==> config.mk <==
export PLATFORM = sky130hd
export DESIGN_NAME = ifu_fetch
export DESIGN_NICKNAME = d
export VERILOG_FILES = /design/src/rtl/ifu_fetch.sv
export SDC_FILE = /design/constraint.sdc
export NUM_CORES = 1
export LEC_CHECK = 0
export CAP_MARGIN = 25
export CORE_MARGIN = 5
export CORE_UTILIZATION = 53
export DETAILED_ROUTE_END_ITERATION = 8
export GPL_ROUTABILITY_DRIVEN = 0
export PLACE_DENSITY = 0.86
export SETUP_SLACK_MARGIN = 0.2
export SYNTH_ARGS = -nofsm -noshare
export SYNTH_HDL_FRONTEND = slang
export SYNTH_SLANG_ARGS = --single-unit
==> constraint.sdc <==
create_clock -name i_clk -period 5.5 [get_ports i_clk]
set_clock_uncertainty 0.15 [all_clocks]
set_input_delay 0.55 -clock i_clk [delete_from_list [all_inputs] [get_ports i_clk]]
set_output_delay 0.55 -clock i_clk [all_outputs]
set_load 0.02 [all_outputs]
==> src/rtl/ifu_fetch.sv <==
// ifu_fetch: multi-cycle instruction fetch stage.
// Issues word fetches over a req/gnt channel and collects in-order rvalid
// responses into a small instruction buffer. The buffer feeds decode over a
// valid/ready handshake. Redirects flush the buffer, and responses that are
// still in flight at that point are discarded as wrong-path.
// Optional feature macro: IFU_MISALIGN_CHK_EN. When it is defined, a
// misaligned redirect raises o_misalign and halts fetch until the next
// aligned redirect.
module ifu_fetch #(
  parameter int unsigned       ADDR_W     = 32,
  parameter logic [ADDR_W-1:0] RST_PC     = 32'h8000_0000,
  parameter int unsigned       FIFO_DEPTH = 2,
  parameter int unsigned       MAX_OST    = 2
) (
  input  logic              i_clk,
  input  logic              i_rst,
  input  logic              i_redir_valid,
  input  logic [ADDR_W-1:0] i_redir_pc,
  output logic              o_imem_req,
  output logic [ADDR_W-1:0] o_imem_addr,
  input  logic              i_imem_gnt,
  input  logic              i_imem_rvalid,
  input  logic [31:0]       i_imem_rdata,
  output logic              o_ins_valid,
  output logic [31:0]       o_ins,
  output logic [ADDR_W-1:0] o_ins_pc,
  input  logic              i_ins_ready
`ifdef IFU_MISALIGN_CHK_EN
  ,
  output logic              o_misalign
`endif
);

  localparam int FD     = int'(FIFO_DEPTH);
  localparam int MO     = int'(MAX_OST);
  localparam int FPTR_W = $clog2(FIFO_DEPTH);
  localparam int CNT_W  = $clog2(FIFO_DEPTH + 1);
  localparam int OST_W  = $clog2(MAX_OST + 1);
  localparam int TPTR_W = (MAX_OST > 1) ? $clog2(MAX_OST) : 1;

`ifdef IFU_MISALIGN_CHK_EN
  typedef enum logic [1:0] {S_BOOT = 2'd0, S_FETCH = 2'd1, S_HALT = 2'd2} state_e;
`else
  typedef enum logic [1:0] {S_BOOT = 2'd0, S_FETCH = 2'd1} state_e;
`endif

  // One buffered instruction together with the pc it was fetched from.
  typedef struct packed {
    logic [31:0]       ins;
    logic [ADDR_W-1:0] pc;
  } fetch_ent_t;

  state_e              r_state;
  state_e              w_state_nxt;
  logic [ADDR_W-1:0]   r_pc;
  logic [OST_W-1:0]    r_ost;
  logic [OST_W-1:0]    r_drop;
  logic [OST_W-1:0]    w_ost_nxt;

  logic [ADDR_W-1:0]   r_tag [MAX_OST];
  logic [TPTR_W-1:0]   r_tag_wp;
  logic [TPTR_W-1:0]   r_tag_rp;

  fetch_ent_t          r_fifo [FIFO_DEPTH];
  logic [FPTR_W-1:0]   r_fwp;
  logic [FPTR_W-1:0]   r_frp;
  logic [CNT_W-1:0]    r_fcnt;

  logic                w_credit;
  logic                w_grant;
  logic                w_resp;
  logic                w_push;
  logic                w_pop;
  logic [ADDR_W-1:0]   w_redir_tgt;
  fetch_ent_t          w_push_ent;

`ifdef IFU_MISALIGN_CHK_EN
  logic                r_misalign;
  logic                w_misal;
  assign w_misal    = (i_redir_pc[1:0] != 2'b00);
  assign o_misalign = r_misalign;
`endif

  // Fetch addresses are always word aligned; the low bits of a redirect are
  // dropped here, and in the checked build a nonzero value halts fetch.
  assign w_redir_tgt = i_redir_pc & ~ADDR_W'(3);

  // A request may only go out if there is room for its response in the
  // buffer, counting every response still in flight. This is why rvalid
  // never needs back-pressure.
  assign w_credit = (int'(r_ost) < MO) && ((int'(r_ost) + int'(r_fcnt)) < FD);

  assign w_grant   = o_imem_req & i_imem_gnt;
  // A response with nothing outstanding is a protocol error and is ignored.
  assign w_resp    = i_imem_rvalid & (r_ost != '0);
  assign w_push    = w_resp & ~i_redir_valid & (r_drop == '0);
  assign w_pop     = o_ins_valid & i_ins_ready;
  assign w_ost_nxt = r_ost + OST_W'(w_grant) - OST_W'(w_resp);

  assign w_push_ent.ins = i_imem_rdata;
  assign w_push_ent.pc  = r_tag[r_tag_rp];

  assign o_imem_addr = r_pc;
  assign o_ins_valid = (r_fcnt != '0);
  assign o_ins       = r_fifo[r_frp].ins;
  assign o_ins_pc    = r_fifo[r_frp].pc;

  function automatic logic [TPTR_W-1:0] tag_inc(input logic [TPTR_W-1:0] p);
    return (int'(p) == MO - 1) ? '0 : p + 1'b1;
  endfunction

  // FSM state register.
  always_ff @(posedge i_clk or posedge i_rst) begin
    if (i_rst) r_state <= S_BOOT;
    else       r_state <= w_state_nxt;
  end

  // FSM next state and request generation.
  always_comb begin
    w_state_nxt = r_state;
    o_imem_req  = 1'b0;
    case (r_state)
      S_BOOT:  w_state_nxt = S_FETCH;
      S_FETCH: o_imem_req  = w_credit;
`ifdef IFU_MISALIGN_CHK_EN
      S_HALT:  o_imem_req  = 1'b0;
`endif
      default: w_state_nxt = S_BOOT;
    endcase
`ifdef IFU_MISALIGN_CHK_EN
    // Every redirect decides halt vs. fetch on its own alignment alone.
    if (i_redir_valid) w_state_nxt = w_misal ? S_HALT : S_FETCH;
`endif
  end

  // Fetch pc: a redirect beats the sequential increment.
  always_ff @(posedge i_clk or posedge i_rst) begin
    if (i_rst)              r_pc <= RST_PC;
    else if (i_redir_valid) r_pc <= w_redir_tgt;
    else if (w_grant)       r_pc <= r_pc + ADDR_W'(4);
  end

  // Outstanding-request and wrong-path drop counters. On a redirect every
  // request still in flight (including one granted this cycle) becomes
  // wrong-path, so the drop count is simply the next outstanding count.
  always_ff @(posedge i_clk or posedge i_rst) begin
    if (i_rst) begin
      r_ost  <= '0;
      r_drop <= '0;
    end else begin
      r_ost <= w_ost_nxt;
      if (i_redir_valid)                r_drop <= w_ost_nxt;
      else if (w_resp && r_drop != '0)  r_drop <= r_drop - 1'b1;
    end
  end

  // Tag queue pointers: issued pcs in grant order, popped by each response.
  always_ff @(posedge i_clk or posedge i_rst) begin
    if (i_rst) begin
      r_tag_wp <= '0;
      r_tag_rp <= '0;
    end else begin
      if (w_grant) r_tag_wp <= tag_inc(r_tag_wp);
      if (w_resp)  r_tag_rp <= tag_inc(r_tag_rp);
    end
  end

  // Tag queue storage; it never overflows because ost is capped at MAX_OST.
  always_ff @(posedge i_clk) begin
    if (w_grant) r_tag[r_tag_wp] <= r_pc;
  end

  // Instruction buffer. A redirect empties it; a decode transfer in the same
  // cycle has already taken the head, so nothing extra is needed for it.
  always_ff @(posedge i_clk or posedge i_rst) begin
    if (i_rst) begin
      r_fwp  <= '0;
      r_frp  <= '0;
      r_fcnt <= '0;
      for (int i = 0; i < FD; i++) r_fifo[i] <= '0;
    end else if (i_redir_valid) begin
      r_fwp  <= '0;
      r_frp  <= '0;
      r_fcnt <= '0;
    end else begin
      if (w_push) begin
        r_fifo[r_fwp] <= w_push_ent;
        r_fwp         <= r_fwp + 1'b1;
      end
      if (w_pop) r_frp <= r_frp + 1'b1;
      r_fcnt <= r_fcnt + CNT_W'(w_push) - CNT_W'(w_pop);
    end
  end

`ifdef IFU_MISALIGN_CHK_EN
  // Sticky misalign flag, rewritten by every redirect.
  always_ff @(posedge i_clk or posedge i_rst) begin
    if (i_rst)              r_misalign <= 1'b0;
    else if (i_redir_valid) r_misalign <= w_misal;
  end
`endif

`ifndef SYNTHESIS
  // Memory must never answer a request that was not issued.
  always_ff @(posedge i_clk) begin
    if (!i_rst) assert (!(i_imem_rvalid && (r_ost == '0)));
  end
`endif

endmodule

==> summary.txt, run 1 <==
Status
  – Status: completed

Floorplanning
  – Die height: 147 µm
  – Starting Density: 0.535
  – Row count: 50
  – Die Area: 21,600 µm²
  – Core Region: 18,600 µm²
  – Die X: 147 µm
  – Num ports: 168

Clocking
  – Clock Latency Late Sink: 0.51 ns
  – Post-CTS sizing: 0
  – Max clock buf depth: 3
  – TritonCTS clock tree: yes
  – Post-CTS Setup Repair Bufs: 0
  – CTS Sinks: 225
  – Clock Pin Slew Worst Setup and Hold Paths: 0.06 ns
  – Root buffer cell: clkbuf_16
  – Post-CTS Hold Buffers: 0
  – # H-tree levels: 1
  – CTS Buf Count: 23

Route
  – Average wire per standard cell: 19.7 µm
  – DR pass1 iterations: 5
  – Vias per cell: 5.79
  – DRT iter0 DRCs: 338
  – DRC: 0
  – Via count: 6,481
  – Final ANT Viol Nets: 0
  – Total Wirelength: 22.1 mm

Timing
  – Fmax achieved: 276 MHz
  – Crit share post-route: 0.658
  – Setup ws final: 1.88 ns
  – Final Hold Fails: 0
  – Setup Viol. Count Final: 0
  – Rel. slew slack: 0.404
  – Post-layout min period: 3.62 ns
  – RSZ-0062 raised after global routing: no
  – Slew Limit Fails: 0
  – Final setup TNS: 0 ns
  – Worst-Margin Slew: 0.894 ns

Layout
  – Post-route core utilization: 0.677
  – Final antenna diode count: 0
  – Fraction of layout instances using a drive strength above 1: 0.306
  – Fill cells: 1,305
  – Layout Nets: 946
  – Layout area overhead: 26.4%

Power and ir drop
  – Sw frac: 0.314
  – Comb power frac: 0.388
  – Leakage: 5.10 nW
  – Int Pwr: 4.59 mW
  – Tot Pwr: 6.69 mW
  – Pwr/cell area: 532 nW/µm²
  – Clock share of power: 0.234
  – Net Sw Power: 2.10 mW
  – Max VDD drop: 291 µV
  – Sequential power share: 0.378

Yosys
  – Netlist cell types: 46
  – EDFF count, synth: 60
  – Yosys warning total: 0
  – FF+latch count, synth: 225
  – Ys async rst share: 0.733
  – Sequential share of the synthesized area: 0.597
  – Avg Cell Area, Syn: 14.0 µm²
  – Cells after synthesis: 711
  – Most used flip-flop cell after synthesis: dfrtp_1
  – Post-Syn Area: 9940 µm²

Global routing
  – Remaining Overflow, GRT: 0
  – First-pass GRT wire length: 36.0 mm
  – Largest net degree at the start of global routing: 116
  – Vias in the first global route: 6,859
  – Gr usage total: 0.202
  – Initial antenna violation count: 0

Placement
  – Detail Placement HPWL: 14.2 mm
  – I/O Buffers: 161
  – Setup slack at placement: 2.17 ns

Critical path
  – Setup Crit Path Kind: reg -> out
  – Crit start category: flip-flop
  – CP arrival: 2.92 ns
  – Register-to-Register Path Depth: 12
  – CP Data Required Time: 4.80 ns
  – CP delay by family, top: buffers and inverters
  – Worst path bufs/invs: 2
  – Worst path depth: 5
  – Cell breakdown of the critical path: and2_1, fa_1, or4b_4, inv_2, clkdlybuf4s50_1
  – Setup crit end kind: output pin
  – Worst path slowest cell: clkdlybuf4s50_1
  – Worst Path Max Fanout: 10
  – Delay of the slowest cell on the worst path: 0.64 ns

Worst hold path
  – Worst hold path class: in -> async

Job
  – Max_cap viols: 0
[placed cells by master (no fill, tap or decap), types with 8 or more instances in the layout]
cell and instances:
mux2_2 217, clkdlybuf4s50_1 161, o21ai_0 15, inv_1 10
a31oi_1 16, dfrtp_1 163, xnor2_1 9, nand4_1 9
or4_1 12, edfxtp_1 60, o31ai_1 10, nand3_1 16
nand2_1 31, clkbuf_16 23, buf_4 8, nor2_1 23
[final cells by class]
| class | instances | area, µm² | area share |
|---|---|---|---|
| flip-flops and latches | 225 | 5930 | 0.472 |
| multi-input cells | 435 | 3810 | 0.303 |
| repair buffers | 171 | 1720 | 0.137 |
| clock buffers | 35 | 681 | 0.0541 |
| well taps | 234 | 293 | 0.0233 |
| clock inverters | 7 | 86.3 | 0.00687 |
| inverters | 13 | 53.8 | 0.00428 |
[flip-flops by register name, indices dropped and copies added, names as in the netlist, 2 cells and up]
signal / flops
o_imem_addr: 30
r_fcnt: 2
r_tag: 60
r_fifo: 124
r_drop: 2
r_ost: 2
[per-stage QoR]
stage	hold WS [ns]	instances	cell area, µm²
floorplan	0.311	714	9950
global placement	0.314	1076	11800
detailed placement	0.326	1077	11800
CTS	0.335	1119	12500
global route	0.275	1120	12600
finish	0.246	1120	12600
[cells by family (layout without fill, tap and decap cells)]
logic type                 after synthesis  count (layout)  share of synthesized area
other                                    2               5                   0.000755
muxes                                  218             218                      0.247
xor gates and xnor gates                16              16                     0.0141
AOI/OAI and AO/OA                       53              53                     0.0359
buffers and inverters                   54             226                     0.0228
adders and majority gates                7               7                    0.00956
DFF                                    225             225                      0.597
and+or+nand+nor                        136             136                     0.0736
[power by group through the flow]
stage	registers (mW)	logic [mW]	clock network, mW
3_3_place_gp	2.54	2.51	0
4_1_cts	2.53	2.63	1.59
2_1_floorplan	2.46	1.63	0
6_report	2.53	2.60	1.57
5_1_grt	2.59	2.76	1.66
3_5_place_dp	2.55	2.60	0
[worst reg2reg max path, stage by stage, from the launching register on]
cell	delay, ns
dfrtp_1	0.39
and2_1	0.17
fa_1	0.43
or4b_4	0.60
inv_2	0.19
nand2_1	0.21
ha_1	0.34
inv_1	0.04
ha_1	0.19
xnor2_1	0.17
xnor2_1	0.17
nand2_1	0.08
o21ai_0	0.08
[synth_stat cells (10+ instances only)]
| cell type | n | area, µm² |
|---|---|---|
| nand3_1 | 16 | 80.1 |
| nor2_1 | 25 | 93.8 |
| inv_1 | 11 | 41.3 |
| a31oi_1 | 16 | 100 |
| dfrtp_1 | 164 | 4100 |
| o21ai_0 | 15 | 75.1 |
| nand2_1 | 31 | 116 |
| mux2_2 | 217 | 2440 |
| o31ai_1 | 10 | 75.1 |
| edfxtp_1 | 60 | 1800 |
| clkbuf_1 | 28 | 105 |
| or4_1 | 12 | 90.1 |
[path summary, 6_finish.rpt]
| check | start | end | slack [ns] |
|---|---|---|---|
| max | r_ost[0] | o_imem_req | 1.88 |
| min | i_rst | r_fifo[42] | 0.25 |
| max reg2reg | r_ost[0] | r_drop[1] | 2.23 |
| min reg2reg | r_tag_rp | r_tag_rp | 0.33 |
| max in group asynchronous | i_rst | r_fifo[93] | 3.97 |
| min in group i_clk | r_tag_rp | r_tag_rp | 0.33 |
[per-layer routing]
metal	track usage	wire (µm)	vias up	part of all wire
li1	-	-	2953	-
met4	0.0615	564	0	0.026
met3	0.0395	1370	45	0.062
met5	0	0	-	0
met1	0.275	9440	3247	0.43
met2	0.334	10700	236	0.48
Power figures use the tool's default switching activity.
==> run 2, diff against run 1 <==
- clock period: 5.5 -> 3.5 ns (I/O delays scaled with it)
==> run 2 against run 1 <==
  * Via count shrank 0.88%
  * First-iteration DRC count grew 3.3%
  * Power grew 58%
  * Cell count grew 0.45%
  * Routed wire length grew 1.6%
  * Register-to-register slack lost 1.9 ns
  * Critical path depth is the same
  * Die area is the same
  * Combinational power grew 58%
  * Utilization grew 0.55 points
  * Sequential power grew 57%
==> summary.txt, run 2 (synthesis results as in run 1) <==
Status
  – Status: completed (unchanged)

Power and ir drop
  – Comb power frac: 0.390 (was 0.388)
  – Int Pwr: 7.25 mW (was 4.59 mW)
  – Net Sw Power: 3.32 mW (was 2.10 mW)
  – Pwr/cell area: 833 nW/µm² (was 532 nW/µm²)
  – Clock share of power: 0.233 (was 0.234)
  – Leakage: 5.15 nW (was 5.10 nW)
  – Sw frac: 0.314 (about the same)
  – Sequential power share: 0.377 (was 0.378)
  – Max VDD drop: 330 µV (was 291 µV)

Layout
  – Layout Nets: 951 (was 946)
  – Layout area overhead: 27.5% (was 26.4%)
  – Fraction of layout instances using a drive strength above 1: 0.311 (was 0.306)
  – Most common cell after layout, fill and taps aside: mux2_2 (unchanged)
  – Number of flip-flops in the largest register: 124 (unchanged)
  – Fill cells: 1,320 (was 1,305)
  – Biggest register: r_fifo (unchanged)
  – Most frequent cells in the layout: 217 x mux2_2, 163 x dfrtp_1, 160 x clkdlybuf4s50_1, 60 x edfxtp_1, 31 x nand2_1 (was 217 x mux2_2, 163 x dfrtp_1, 161 x clkdlybuf4s50_1, 60 x edfxtp_1, 31 x nand2_1)
  – Final antenna diode count: 0 (unchanged)
  – Post-layout instance area: 12,700 µm² (was 12,600 µm²)

Critical path
  – Delay of the slowest cell on the worst path: 0.60 ns (was 0.64 ns)
  – Crit start category: flip-flop (unchanged)
  – Setup crit end kind: output pin (unchanged)
  – CP delay by family, top: simple AND/OR/NAND/NOR gates (was buffers and inverters)
  – Worst path depth: 5 (unchanged)
  – Worst path bufs/invs: 2 (unchanged)
  – Worst Path Max Fanout: 10 (unchanged)
  – Setup Crit Path Kind: reg -> out (unchanged)
  – Worst path slowest cell: or4b_4 (was clkdlybuf4s50_1)
  – Cell breakdown of the critical path: and2_1, fa_1, or4b_4, inv_2, dlygate4sd2_1 (was and2_1, fa_1, or4b_4, inv_2, clkdlybuf4s50_1)
  – CP Data Required Time: 3.00 ns (was 4.80 ns)
  – Register-to-Register Path Depth: 12 (unchanged)
  – CP arrival: 2.64 ns (was 2.92 ns)

Route
  – Total Wirelength: 22.4 mm (was 22.1 mm)
  – DRT iter0 DRCs: 349 (was 338)
  – Via count: 6,424 (was 6,481)
  – DR pass1 iterations: 5 (unchanged)
  – Final ANT Viol Nets: 0 (unchanged)
  – Average wire per standard cell: 19.9 µm (was 19.7 µm)
  – DRC: 0 (unchanged)
  – Vias per cell: 5.71 (was 5.79)

Placement
  – I/O Buffers: 161 (unchanged)
  – Placed cell areas: 11,900 µm² (was 11,800 µm²)
  – Detail Placement HPWL: 14.7 mm (was 14.2 mm)

Floorplanning
  – Die X: 147 µm (unchanged)
  – Die Area: 21,600 µm² (unchanged)
  – Starting Density: 0.535 (unchanged)
  – Die height: 147 µm (unchanged)
  – Num ports: 168 (unchanged)
  – Core Region: 18,600 µm² (unchanged)
  – Row count: 50 (unchanged)

Global routing
  – M2 GR Usage: 0.348 (was 0.334)
  – Vias in the first global route: 6,830 (was 6,859)
  – Met1 GRT Util: 0.290 (was 0.275)
  – Initial antenna violation count: 0 (unchanged)
  – Largest net degree at the start of global routing: 107 (was 116)
  – Remaining Overflow, GRT: 0 (unchanged)
  – Gr usage total: 0.210 (was 0.202)
  – First-pass GRT wire length: 36.9 mm (was 36.0 mm)
  – Met3 Use GR: 0.0355 (was 0.0395)
  – GR peak layer: met2 (unchanged)

Timing
  – Crit share post-route: 0.897
  – Rel. slew slack: 0.509 (was 0.404)
  – Post-layout min period: 3.14 ns
  – Fmax achieved: 319 MHz
  – Setup Viol. Count Final: 0 (unchanged)
  – Hold_ws: 0.175 ns (was 0.246 ns)
  – Worst-Margin Slew: 0.737 ns (was 0.894 ns)
  – Final setup TNS: 0 ns (unchanged)
  – Final Hold Fails: 0 (unchanged)
  – RSZ-0062 raised after global routing: no (unchanged)
  – Slew Limit Fails: 0 (unchanged)

Job
  – Max_cap viols: 0 (unchanged)

Clocking
  – Post-CTS Setup Repair Bufs: 0 (unchanged)
  – CTS Sinks: 225 (unchanged)
  – Clock Pin Slew Worst Setup and Hold Paths: 0.06 ns (about the same)
  – Root buffer cell: clkbuf_16 (unchanged)
  – Max clock buf depth: 3 (unchanged)
  – # H-tree levels: 1 (unchanged)
  – TritonCTS clock tree: yes (unchanged)
  – CTS Buf Count: 23 (unchanged)
  – Clock Latency Late Sink: 0.51 ns (about the same)

Worst hold path
  – Worst hold path class: in -> async (unchanged)
[run 2: path summary, 6_finish.rpt]
| check | startpoint | endpoint | slack (ns) |
|---|---|---|---|
| worst max-delay path | r_ost[0] | o_imem_req | 0.36 |
| worst min-delay path | i_rst | r_fifo[83] | 0.18 |
| worst max register to register | r_ost[0] | r_drop[1] | 0.38 |
| worst min register to register | r_fifo[29] | r_fifo[29] | 0.35 |
| max in group asynchronous | i_rst | r_fifo[56] | 2.52 |
| min in group i_clk | i_redir_pc[8] | o_imem_addr[8] | 0.26 |
[run 2: layout make-up]
type | count | area (µm²) | share of cell area
timing repair buffer | 176 | 1810 | 0.143
clock buffer | 31 | 636 | 0.0501
tap | 234 | 293 | 0.0231
multi-input combinational | 435 | 3820 | 0.301
inverter | 13 | 52.6 | 0.00415
sequential | 225 | 5930 | 0.468
clock inverter | 11 | 134 | 0.0106
[run 2: worst min-delay path, delay by kind of cell]
family,cells,cell delay (ns)
buffers and inverters,3,0.87
[run 2: through the flow]
step           power [mW]  std cells  utilization  setup WS, ns
2_1_floorplan        6.43        714            -         0.331
3_3_place_gp         8.00       1083        0.641         0.400
3_5_place_dp         8.13       1083        0.641         0.349
4_1_cts              10.7       1125        0.682         0.313
5_1_grt              11.1       1125        0.682         0.251
6_report             10.6       1125        0.682         0.362
[run 2: layer usage]
layer	share of wire	routed length [µm]
met4	0.017	378
met2	0.49	10900
met1	0.43	9680
met3	0.065	1450
met5	0	0
[run 2: what timing repair did]
action,4_1_cts,5_1_grt
pin swaps,0,0
setup endpoints to repair,1,2
hold buffers,0,0
resized for setup,1,1
[run 2: power by group through the flow]
stage          Clock (mW)  Sequential, mW  Combinational (mW)
4_1_cts              2.51            3.98                4.18
2_1_floorplan           0            3.86                2.57
6_report             2.46            3.98                4.12
3_3_place_gp            0            3.94                4.05
3_5_place_dp            0            4.00                4.13
5_1_grt              2.62            4.08                4.39
